--- src/rtl/qsfp_tx_arbiter_if.sv ---
// Transmit-side bundle between the stream sources, the arbiter and the QSFP TX port.
// slave = arbiter side, master = the sources/sink driving it.
interface qsfp_tx_arbiter_if #(
    parameter int NUM_REQ = 2,
    parameter int DATA_W  = 256
);
    localparam int GNT_W = (NUM_REQ > 1) ? $clog2(NUM_REQ) : 1;

    logic [NUM_REQ-1:0]        req_mask;
    logic [NUM_REQ-1:0]        s_valid;
    logic [NUM_REQ*DATA_W-1:0] s_data;
    logic [NUM_REQ-1:0]        s_ready;
    logic                      m_valid;
    logic [DATA_W-1:0]         m_data;
    logic                      m_ready;
    logic                      busy;
    logic [GNT_W-1:0]          cur_grant;

    modport slave (
        input  req_mask, s_valid, s_data, m_ready,
        output s_ready, m_valid, m_data, busy, cur_grant
    );

    modport master (
        output req_mask, s_valid, s_data, m_ready,
        input  s_ready, m_valid, m_data, busy, cur_grant
    );
endinterface

--- src/rtl/qsfp_tx_arbiter.sv ---
// Round-robin burst arbiter sharing the TO_QSFP stream among NUM_REQ sources,
// with a single registered output stage toward the QSFP TX port.
module qsfp_tx_arbiter #(
    parameter int NUM_REQ   = 2,
    parameter int DATA_W    = 256,
    parameter int MAX_BURST = 16
) (
    input  logic                    i_clk,
    input  logic                    i_reset,
    qsfp_tx_arbiter_if.slave        bus
);
    localparam int GNT_W = (NUM_REQ > 1) ? $clog2(NUM_REQ) : 1;
    localparam int CNT_W = $clog2(MAX_BURST) + 1;
    localparam logic [GNT_W:0]   NREQ_L = (GNT_W + 1)'(NUM_REQ);
    localparam logic [CNT_W-1:0] LAST_L = CNT_W'(MAX_BURST - 1);

    typedef enum logic {IDLE, GRANT} state_t;

    state_t             r_state, w_state_nxt;
    logic [GNT_W-1:0]   r_gnt, r_rr_ptr, w_sel, w_gnt_inc;
    logic [CNT_W-1:0]   r_beat_cnt;
    logic               r_m_valid;
    logic [DATA_W-1:0]  r_m_data;
    logic [NUM_REQ-1:0] w_elig, w_s_ready;
    logic [DATA_W-1:0]  w_sdata [NUM_REQ];
    logic               w_found, w_rdy, w_accept, w_release, w_gnt_valid, w_gnt_mask;

    assign w_elig = bus.s_valid & bus.req_mask;

    always_comb begin
        for (int i = 0; i < NUM_REQ; i++) w_sdata[i] = bus.s_data[i*DATA_W +: DATA_W];
    end

    // Walk downward so the candidate closest to rr_ptr is the one left standing.
    always_comb begin
        logic [GNT_W:0] w_idx;
        w_sel   = '0;
        w_found = 1'b0;
        w_idx   = '0;
        for (int k = NUM_REQ - 1; k >= 0; k--) begin
            w_idx = {1'b0, r_rr_ptr} + (GNT_W + 1)'(k);
            if (w_idx >= NREQ_L) w_idx = w_idx - NREQ_L;
            if (w_elig[w_idx[GNT_W-1:0]]) begin
                w_sel   = w_idx[GNT_W-1:0];
                w_found = 1'b1;
            end
        end
    end

    always_comb begin
        logic [GNT_W:0] w_inc;
        w_inc     = {1'b0, r_gnt} + (GNT_W + 1)'(1);
        w_gnt_inc = (w_inc >= NREQ_L) ? '0 : w_inc[GNT_W-1:0];
    end

    always_ff @(posedge i_clk) begin
        if (i_reset) r_state <= IDLE;
        else         r_state <= w_state_nxt;
    end

    always_comb begin
        w_state_nxt = r_state;
        w_s_ready   = '0;
        w_rdy       = 1'b0;
        w_accept    = 1'b0;
        w_release   = 1'b0;
        w_gnt_valid = bus.s_valid[r_gnt];
        w_gnt_mask  = bus.req_mask[r_gnt];
        case (r_state)
            IDLE: begin
                if (w_found) w_state_nxt = GRANT;
            end
            GRANT: begin
                // Ready only when the output stage can take a beat this cycle.
                w_rdy            = w_gnt_mask && (!r_m_valid || bus.m_ready);
                w_s_ready[r_gnt] = w_rdy;
                w_accept         = w_gnt_valid && w_rdy;
                w_release        = (w_accept && (r_beat_cnt == LAST_L)) ||
                                   !w_gnt_valid || !w_gnt_mask;
                if (w_release) w_state_nxt = IDLE;
            end
            default: w_state_nxt = IDLE;
        endcase
    end

    always_ff @(posedge i_clk) begin
        if (i_reset) begin
            r_gnt      <= '0;
            r_rr_ptr   <= '0;
            r_beat_cnt <= '0;
            r_m_valid  <= 1'b0;
            r_m_data   <= '0;
        end else begin
            if (r_state == IDLE && w_found) begin
                r_gnt      <= w_sel;
                r_beat_cnt <= '0;
            end else if (w_accept) begin
                r_beat_cnt <= r_beat_cnt + CNT_W'(1);
            end
            if (w_release) r_rr_ptr <= w_gnt_inc;
            // A pending beat drains on its own, whatever the arbitration state.
            if (w_accept) begin
                r_m_valid <= 1'b1;
                r_m_data  <= w_sdata[r_gnt];
            end else if (r_m_valid && bus.m_ready) begin
                r_m_valid <= 1'b0;
            end
        end
    end

    assign bus.s_ready   = w_s_ready;
    assign bus.m_valid   = r_m_valid;
    assign bus.m_data    = r_m_data;
    assign bus.busy      = (r_state == GRANT);
    assign bus.cur_grant = r_gnt;
endmodule

--- src/flat_wrapper.sv ---
// flat-port wrapper written by rule: the top's interface ports become plain ports
module qsfp_tx_arbiter_flat 
#(
    parameter int NUM_REQ   = 2,
    parameter int DATA_W    = 256,
    parameter int MAX_BURST = 16
)
  (i_clk, i_reset, bus_req_mask, bus_s_valid, bus_s_data, bus_m_ready, bus_s_ready, bus_m_valid, bus_m_data, bus_busy, bus_cur_grant);
  qsfp_tx_arbiter_if #(.NUM_REQ(NUM_REQ), .DATA_W(DATA_W)) bus_i ();
  input  logic i_clk;
  input  logic i_reset;
  input wire logic [$bits(bus_i.req_mask)-1:0] bus_req_mask;
  input wire logic [$bits(bus_i.s_valid)-1:0] bus_s_valid;
  input wire logic [$bits(bus_i.s_data)-1:0] bus_s_data;
  input wire logic [$bits(bus_i.m_ready)-1:0] bus_m_ready;
  output wire logic [$bits(bus_i.s_ready)-1:0] bus_s_ready;
  output wire logic [$bits(bus_i.m_valid)-1:0] bus_m_valid;
  output wire logic [$bits(bus_i.m_data)-1:0] bus_m_data;
  output wire logic [$bits(bus_i.busy)-1:0] bus_busy;
  output wire logic [$bits(bus_i.cur_grant)-1:0] bus_cur_grant;
  assign bus_i.req_mask = bus_req_mask;
  assign bus_i.s_valid = bus_s_valid;
  assign bus_i.s_data = bus_s_data;
  assign bus_i.m_ready = bus_m_ready;
  assign bus_s_ready = bus_i.s_ready;
  assign bus_m_valid = bus_i.m_valid;
  assign bus_m_data = bus_i.m_data;
  assign bus_busy = bus_i.busy;
  assign bus_cur_grant = bus_i.cur_grant;
  qsfp_tx_arbiter #(.NUM_REQ(NUM_REQ), .DATA_W(DATA_W), .MAX_BURST(MAX_BURST)) u_core (.i_clk(i_clk), .i_reset(i_reset), .bus(bus_i));
endmodule
--- config.mk ---
export PLATFORM = sky130hd
export DESIGN_NAME = qsfp_tx_arbiter_flat
export DESIGN_NICKNAME = d
export VERILOG_FILES = /design/src/rtl/qsfp_tx_arbiter_if.sv /design/src/rtl/qsfp_tx_arbiter.sv /design/src/flat_wrapper.sv
export SDC_FILE = /design/constraint.sdc
export NUM_CORES = 1
export LEC_CHECK = 0
export BUFFER_PORTS_ARGS = -buffer_cell sky130_fd_sc_hd__buf_2
export CORE_AREA = 2 2 305 307
export CTS_CLUSTER_DIAMETER = 30
export CTS_CLUSTER_SIZE = 14
export DETAILED_ROUTE_END_ITERATION = 12
export DIE_AREA = 0 0 307 309
export PLACE_DENSITY_LB_ADDON = 0.2
export SLEW_MARGIN = 20
export SYNTH_ARGS = -nofsm -noshare
export SYNTH_HDL_FRONTEND = slang
export SYNTH_SLANG_ARGS = --single-unit
--- constraint.sdc ---
create_clock -name i_clk -period 2.4 [get_ports i_clk]
set_input_delay 0.12 -clock i_clk [delete_from_list [all_inputs] [get_ports i_clk]]
set_output_delay 0.12 -clock i_clk [all_outputs]
set_load 0.03 [all_outputs]
After elaboration in Yosys (flattened, before gate mapping)
Cells that the tools add are included. Widths: inputs -> output; s select.

Register bits: 265. Bits in latches: 0. Bits in writable memories: 0. Memory bits (read-only): 0. Input port bits: 519. Output and inout bits: 261. Memories kept: 0.

$add $sub $neg: 5. $mul: 0. Divide/modulo/power cells: 0. $lt $le $gt $ge: 8. Equal/unequal tests: 1. Shifts and indexed selects: 0. Mux-type cells: 28. Bitwise operators: 4. Reduce and logical (&&, ||, !) cells: 14.

Operators by type and width (count): $mux 256 (3); $mux 1 (22); $ge 2x2->1 const B (3); $logic_and 1x1->1 (6); $lt 1x2->1 const B (3); $add 5x1->5 const B (1); $eq 5x4->1 const B (1); $add 1x1->2 const B (2); $and 2x2->2 (2); $logic_not 1->1 (3); $logic_or 1x1->1 (3); $ge 1x2->1 const B (1); $mux 2 (1); $not 1->2 (1); $pmux 1 s2 (1); $reduce_bool 2->1 (1); $reduce_or 2->1 (1); $sub 1x1->1 const B (2); $demux 1 s1 (1); $ge 1x1->1 const B (1); $not 1->1 (1).

Depth between registers and ports, before layout
Word-level depth: 9. Gate-level depth with buffers: 8.

Least setup slack after synthesis
No wires, ideal clock.

Kind: reg-to-reg. Start: register u_core.r_gnt, in the netlist u_core.bus.cur_grant. End: register u_core.r_m_data[100], in the netlist u_core.bus.m_data[100]. Library setup time: 81 ps. Data arrival time: 1788 ps. Slack: 531 ps. Cell stages (with the launch flop): 9. Path through: dfxtp_1 buf_4 and3b_1 o211a_1 buf_2 buf_2 buf_6 buf_6 a211oi_2.

Longest elaborated chain between the ends: 5. Elaborated cells on any way between the ends: 11. Those cells by class: mux: 8; bitwise: 1; reduce/logical: 2.

RTL lines: from (decl) (line qsfp_tx_arbiter.sv:20) `logic [GNT_W-1:0] r_gnt, r_rr_ptr, w_sel, w_gnt_inc;`; from (signal assigned) (line qsfp_tx_arbiter.sv:95) `r_gnt <= w_sel;`; $mux 1 (not written as such) (2 in series) (line qsfp_tx_arbiter.sv:68) `w_gnt_mask = bus.req_mask[r_gnt];`; $logic_and 1x1->1 (line qsfp_tx_arbiter.sv:75) `w_rdy = w_gnt_mask && (!r_m_valid || bus.m_ready);`; $logic_and 1x1->1 (line qsfp_tx_arbiter.sv:77) `w_accept = w_gnt_valid && w_rdy;`; $mux 1 (line qsfp_tx_arbiter.sv:69) `case (r_state)`; to (signal assigned) (line qsfp_tx_arbiter.sv:104) `r_m_data <= w_sdata[r_gnt];`; to (decl) (line qsfp_tx_arbiter.sv:23) `logic [DATA_W-1:0] r_m_data;`.

Several ways; a longest one is shown, not always the timed one. The select of a mux whose other input is x is not followed. A chain may end at the register's enable or synchronous reset.

Worst setup path after layout
Start: input bus_s_valid[1]. End: register u_core.r_gnt, in the netlist u_core.bus.cur_grant.

Longest elaborated chain between the ends: 6. Elaborated cells on any way between the ends: 10. Those cells by class: mux: 8; bitwise: 1; reduce/logical: 1.

RTL lines: from (decl) (line flat_wrapper.sv:13) `input wire logic [$bits(bus_i.s_valid)-1:0] bus_s_valid;`; $and 2x2->2 * (line qsfp_tx_arbiter.sv:28) `assign w_elig = bus.s_valid & bus.req_mask;`; $mux 1 (not written as such) (2 in series) (line qsfp_tx_arbiter.sv:43) `if (w_elig[w_idx[GNT_W-1:0]]) begin`; $mux 1 (2 in series) (line qsfp_tx_arbiter.sv:43); $logic_and 1x1->1 (line qsfp_tx_arbiter.sv:94) `if (r_state == IDLE && w_found) begin`.

Mark *: on every way between the ends. The rest lies on a longest branch, timed or not. The select of a mux whose other input is x is not followed.

==> impl_results.md <==
- Fin Clk Skew: approximately 0.015 ns
- Compound-cell area share of the yosys netlist: 0.208
- Final net count: about 3,000
- DIE HEIGHT: 309 µm
- Crit path setup slack, layout: between 0.1 and 0.15 ns
- Flip-flop and latch count after synthesis: 265
- Number of antenna violations at the first check in global routing: 2
- Setup Viol. Count Final: 0
- Nets in the synthesized netlist: 1,715
- Routed wire length per instance: 14.2 µm
- Core Box Area: slightly above 90,000 µm²
- Most frequent cells in the layout: sky130_fd_sc_hd__buf_2, sky130_fd_sc_hd__dlygate4sd3_1, sky130_fd_sc_hd__dfxtp_1
- Unrepaired setup endpoints after global routing: false
- Number of different library cells in the post-synthesis netlist: 32
- Cell area after synthesis: between 10,000 and 15,000 µm²
- Via count of the first global-routing pass: roughly 15,000
- Type of the worst setup path: in -> reg
- Maximum achievable frequency: about 440 MHz
- Async S/R FF share, synth: 0
- Top area cells in the synthesized netlist: sky130_fd_sc_hd__dfxtp_1, sky130_fd_sc_hd__mux2i_1, sky130_fd_sc_hd__a211oi_2
- TritonCTS buffer count: 82
- Placement Setup Slack: 0.452 ns
- Endpoint required time on the critical path: 2.94 ns
- Post-synthesis cell type with the largest combined area: sky130_fd_sc_hd__dfxtp_1
- Initial Util: 0.132
- Clock-pin slew reported for the worst setup and hold paths after clock tree synthesis: around 0.040 ns
- Leakage power total: 10.8 nW
- Slowest cell on the critical path: sky130_fd_sc_hd__dlygate4sd3_1
- Start point of the worst hold path: bus_req_mask[0]
- Total of buffers placed on input and output ports: 779
- Sequential fraction of the synthesis area: 0.439
- PnR Total Power: 18.6 mW
- Width of the die: 307 µm
- Adder and majority gate portion of the synthesized area: 0.00207
- Count of antenna diodes in the layout: 0
- Count of final hold-check violations: 0
- WHS Path Cells: 5
- DR iter-0 viols: 380
- Number of I/O pins: 780
- Share of layout cells above drive strength 1: 0.416
- Top Family by Delay on Critical Path: buffers and inverters
- DPL Wire Length: between 30,000 and 40,000 µm
- Pins Over Slew Limit: 0
- Worst hold path class: in -> reg
- Remaining routing DRC violations: 0
- Area fraction of the dominant cell type after synthesis: 0.439
- Hold EP: u_core.r_beat_cnt[1]
- CP most frequent cell: sky130_fd_sc_hd__dlygate4sd3_1
- Post-DR vias/cell: about 3.7
- Post-layout util: 0.280
- Buffer type at the clock tree root: sky130_fd_sc_hd__clkbuf_16
- Origin of the critical flop-to-flop path: u_core.bus.cur_grant
- Run status: finished, final reports clean
- Critical path capture point type: flop
- Period utilisation layout: 0.947
- Source-to-sink clock delay at the later pin of the worst-skew pair: a little over 0.6 ns
- CP Max Fanout: 2
- Yosys warnings: 0
- Maximum number of pins on one net before global-route repair: 74
- Share of the synthesized netlist area taken by xor and xnor gates: 0.000724
- Commonest non-fill, non-tap cell in the layout: sky130_fd_sc_hd__buf_2
- Slew headroom: 0.645
- # clock sinks: roughly 270
- Weighted congestion reported at the end of routability-driven placement: between 0.7 and 0.8
- Overflow left after global routing: 0
- First-pass GRT wire length: 77,600 µm
- Final min period: about 2.3 ns
- Overall Global Routing Usage: 0.104
- Number of enable-type register cells in the synthesized netlist: 0
- Combinational family with the most area after synthesis: multiplexers
- Area growth from synthesis to layout: 112%
- Clock tree from TritonCTS: yes
- Post-synthesis instance total: roughly 1,200
- Slew at the pin closest to its max-slew limit: between 0.5 and 0.6 ns
- FF-to-FF path depth: 5
- Endpoint of the most critical register-to-register path: u_core.bus.m_data[100]
- Internal reg-to-reg setup slack: about 0.2 ns
- Sort of element at the start of the critical path: input port
- CTS H-tree depth: 3
- Worst-case clock buffer depth: 3
- Synth Area per Inst: slightly above 10 µm²
- Areal power density over the cells: about 730 nW/µm²
- Via count: roughly 14,000
- Total Wirelength: between 50,000 and 60,000 µm
- Max-cap violations: 0
- First-pass iteration count of the detailed router: 4
- Final TNS setup: 0 ns
- Number of standard-cell rows in the floorplan: ~110
- Mux cell area share after synthesis: 0.213
- Number of inserted filler cells in the final layout: around 9,600
- DRT antenna net count: 0
- Cell-by-cell listing of the critical path: dlygate4sd3_1 -> buf_2 -> nand2_1 -> dlygate4sd3_1 -> nor2_1 -> o21ai_0 -> dlygate4sd3_1 -> a21oi_1 -> dlygate4sd3_1
- Synthesized-area fraction occupied by and/or/nand/nor cells: 0.0896
- Die footprint: roughly 95,000 µm²
- Maximum cell stage delay along the critical path: approximately 0.58 ns
- Crit path buf inv count: 5
- CP Data Arrival Time: around 2.8 ns
- Primary FF master, synth: sky130_fd_sc_hd__dfxtp_1
- Maximum vdd ir drop: roughly 560 µV
## per-stage QoR
stage / hold slack (ns) / instance area [µm²] / cells
after CTS: 0.0831 / 25500 / 3758
after global placement: 0.462 / 17500 / 3095
after detailed placement: 0.470 / 17500 / 3095
after global routing: 0.194 / 25600 / 3766
final: 0.148 / 25600 / 3766
after floorplan: 0.354 / 12100 / 1194
## synth_stat cells (2+ instances only)
library cell	n
sky130_fd_sc_hd__a211oi_1	157
sky130_fd_sc_hd__a211oi_2	100
sky130_fd_sc_hd__a21oi_1	7
sky130_fd_sc_hd__and3_1	2
sky130_fd_sc_hd__buf_1	3
sky130_fd_sc_hd__buf_2	33
sky130_fd_sc_hd__buf_4	3
sky130_fd_sc_hd__buf_6	11
sky130_fd_sc_hd__clkbuf_1	67
sky130_fd_sc_hd__dfxtp_1	265
sky130_fd_sc_hd__ha_1	2
sky130_fd_sc_hd__inv_1	2
sky130_fd_sc_hd__mux2i_1	256
sky130_fd_sc_hd__nand2_1	6
sky130_fd_sc_hd__nand3_1	2
sky130_fd_sc_hd__nor2_1	261
sky130_fd_sc_hd__o21ai_0	2
## report_power, final
part / internal [mW] / total (mW) / switching (mW)
clock network: 7.63 / 10.7 / 3.05
registers: 4.64 / 4.75 / 0.112
logic: 1.66 / 3.18 / 1.52
total: 13.9 / 18.6 / 4.68
## worst max path at each step
stage                              start                      to  slack [ns]  depth (start not counted)
finish                    bus_s_valid[1]    u_core.bus.cur_grant        0.13                          9
CTS                 u_core.bus.cur_grant  u_core.bus.m_data[100]        0.02                          5
detailed placement  u_core.bus.cur_grant  u_core.bus.m_data[163]        0.45                          4
global route              bus_s_valid[1]    u_core.bus.cur_grant        0.04                          9
floorplan           u_core.bus.cur_grant  u_core.bus.m_data[100]        0.53                          8
global placement    u_core.bus.cur_grant  u_core.bus.m_data[163]        0.51                          4
## cells by family after synthesis
family	count (synthesis)
compound gates	271
xor+xnor	1
fa+ha+maj	2
buf+inv	119
flops	265
mux	257
simple gates	279
## layer usage
layer	wire length [µm]	GRT usage	share of wire	up-vias
met5	30	0	0.00056	-
met4	2210	0.0593	0.041	4
met3	3830	0.0336	0.072	125
met2	27800	0.197	0.52	514
met1	19400	0.0990	0.36	6419
li1	-	-	-	7039
## timing repair
| action | in CTS | in global routing |
|---|---|---|
| hold buffers | 519 | 0 |
| endpoints found under the hold margin | 259 | 0 |
| setup endpoints to repair | 0 | 34 |
| gates resized for setup | 0 | 3 |
| setup buffers | 0 | 5 |
## sequential cells by signal (all words and copies together), names as in the netlist
name / count
u_core.bus.m_valid: 1
u_core.r_rr_ptr: 1
u_core.bus.cur_grant: 1
u_core.bus.m_data: 256
u_core.bus.busy: 1
u_core.r_beat_cnt: 5
## worst min-delay path: stages
cell and delay [ns]:
sky130_fd_sc_hd__buf_2 0.11, sky130_fd_sc_hd__and3b_1 0.21, sky130_fd_sc_hd__o211ai_1 0.13, sky130_fd_sc_hd__nand2_1 0.08, sky130_fd_sc_hd__a21oi_1 0.05
## layout make-up
class	count	area, µm²	share of cell area
Sequential cell	265	5310	0.207
Clock inverter	26	358	0.0140
Clock buffer	118	2420	0.0945
Timing Repair Buffer	1359	9820	0.384
Inverter	2	7.51	0.000293
Tap cell	1186	1480	0.0579
Multi-Input combinational cell	810	6210	0.242
Power figures use the tool's default switching activity.
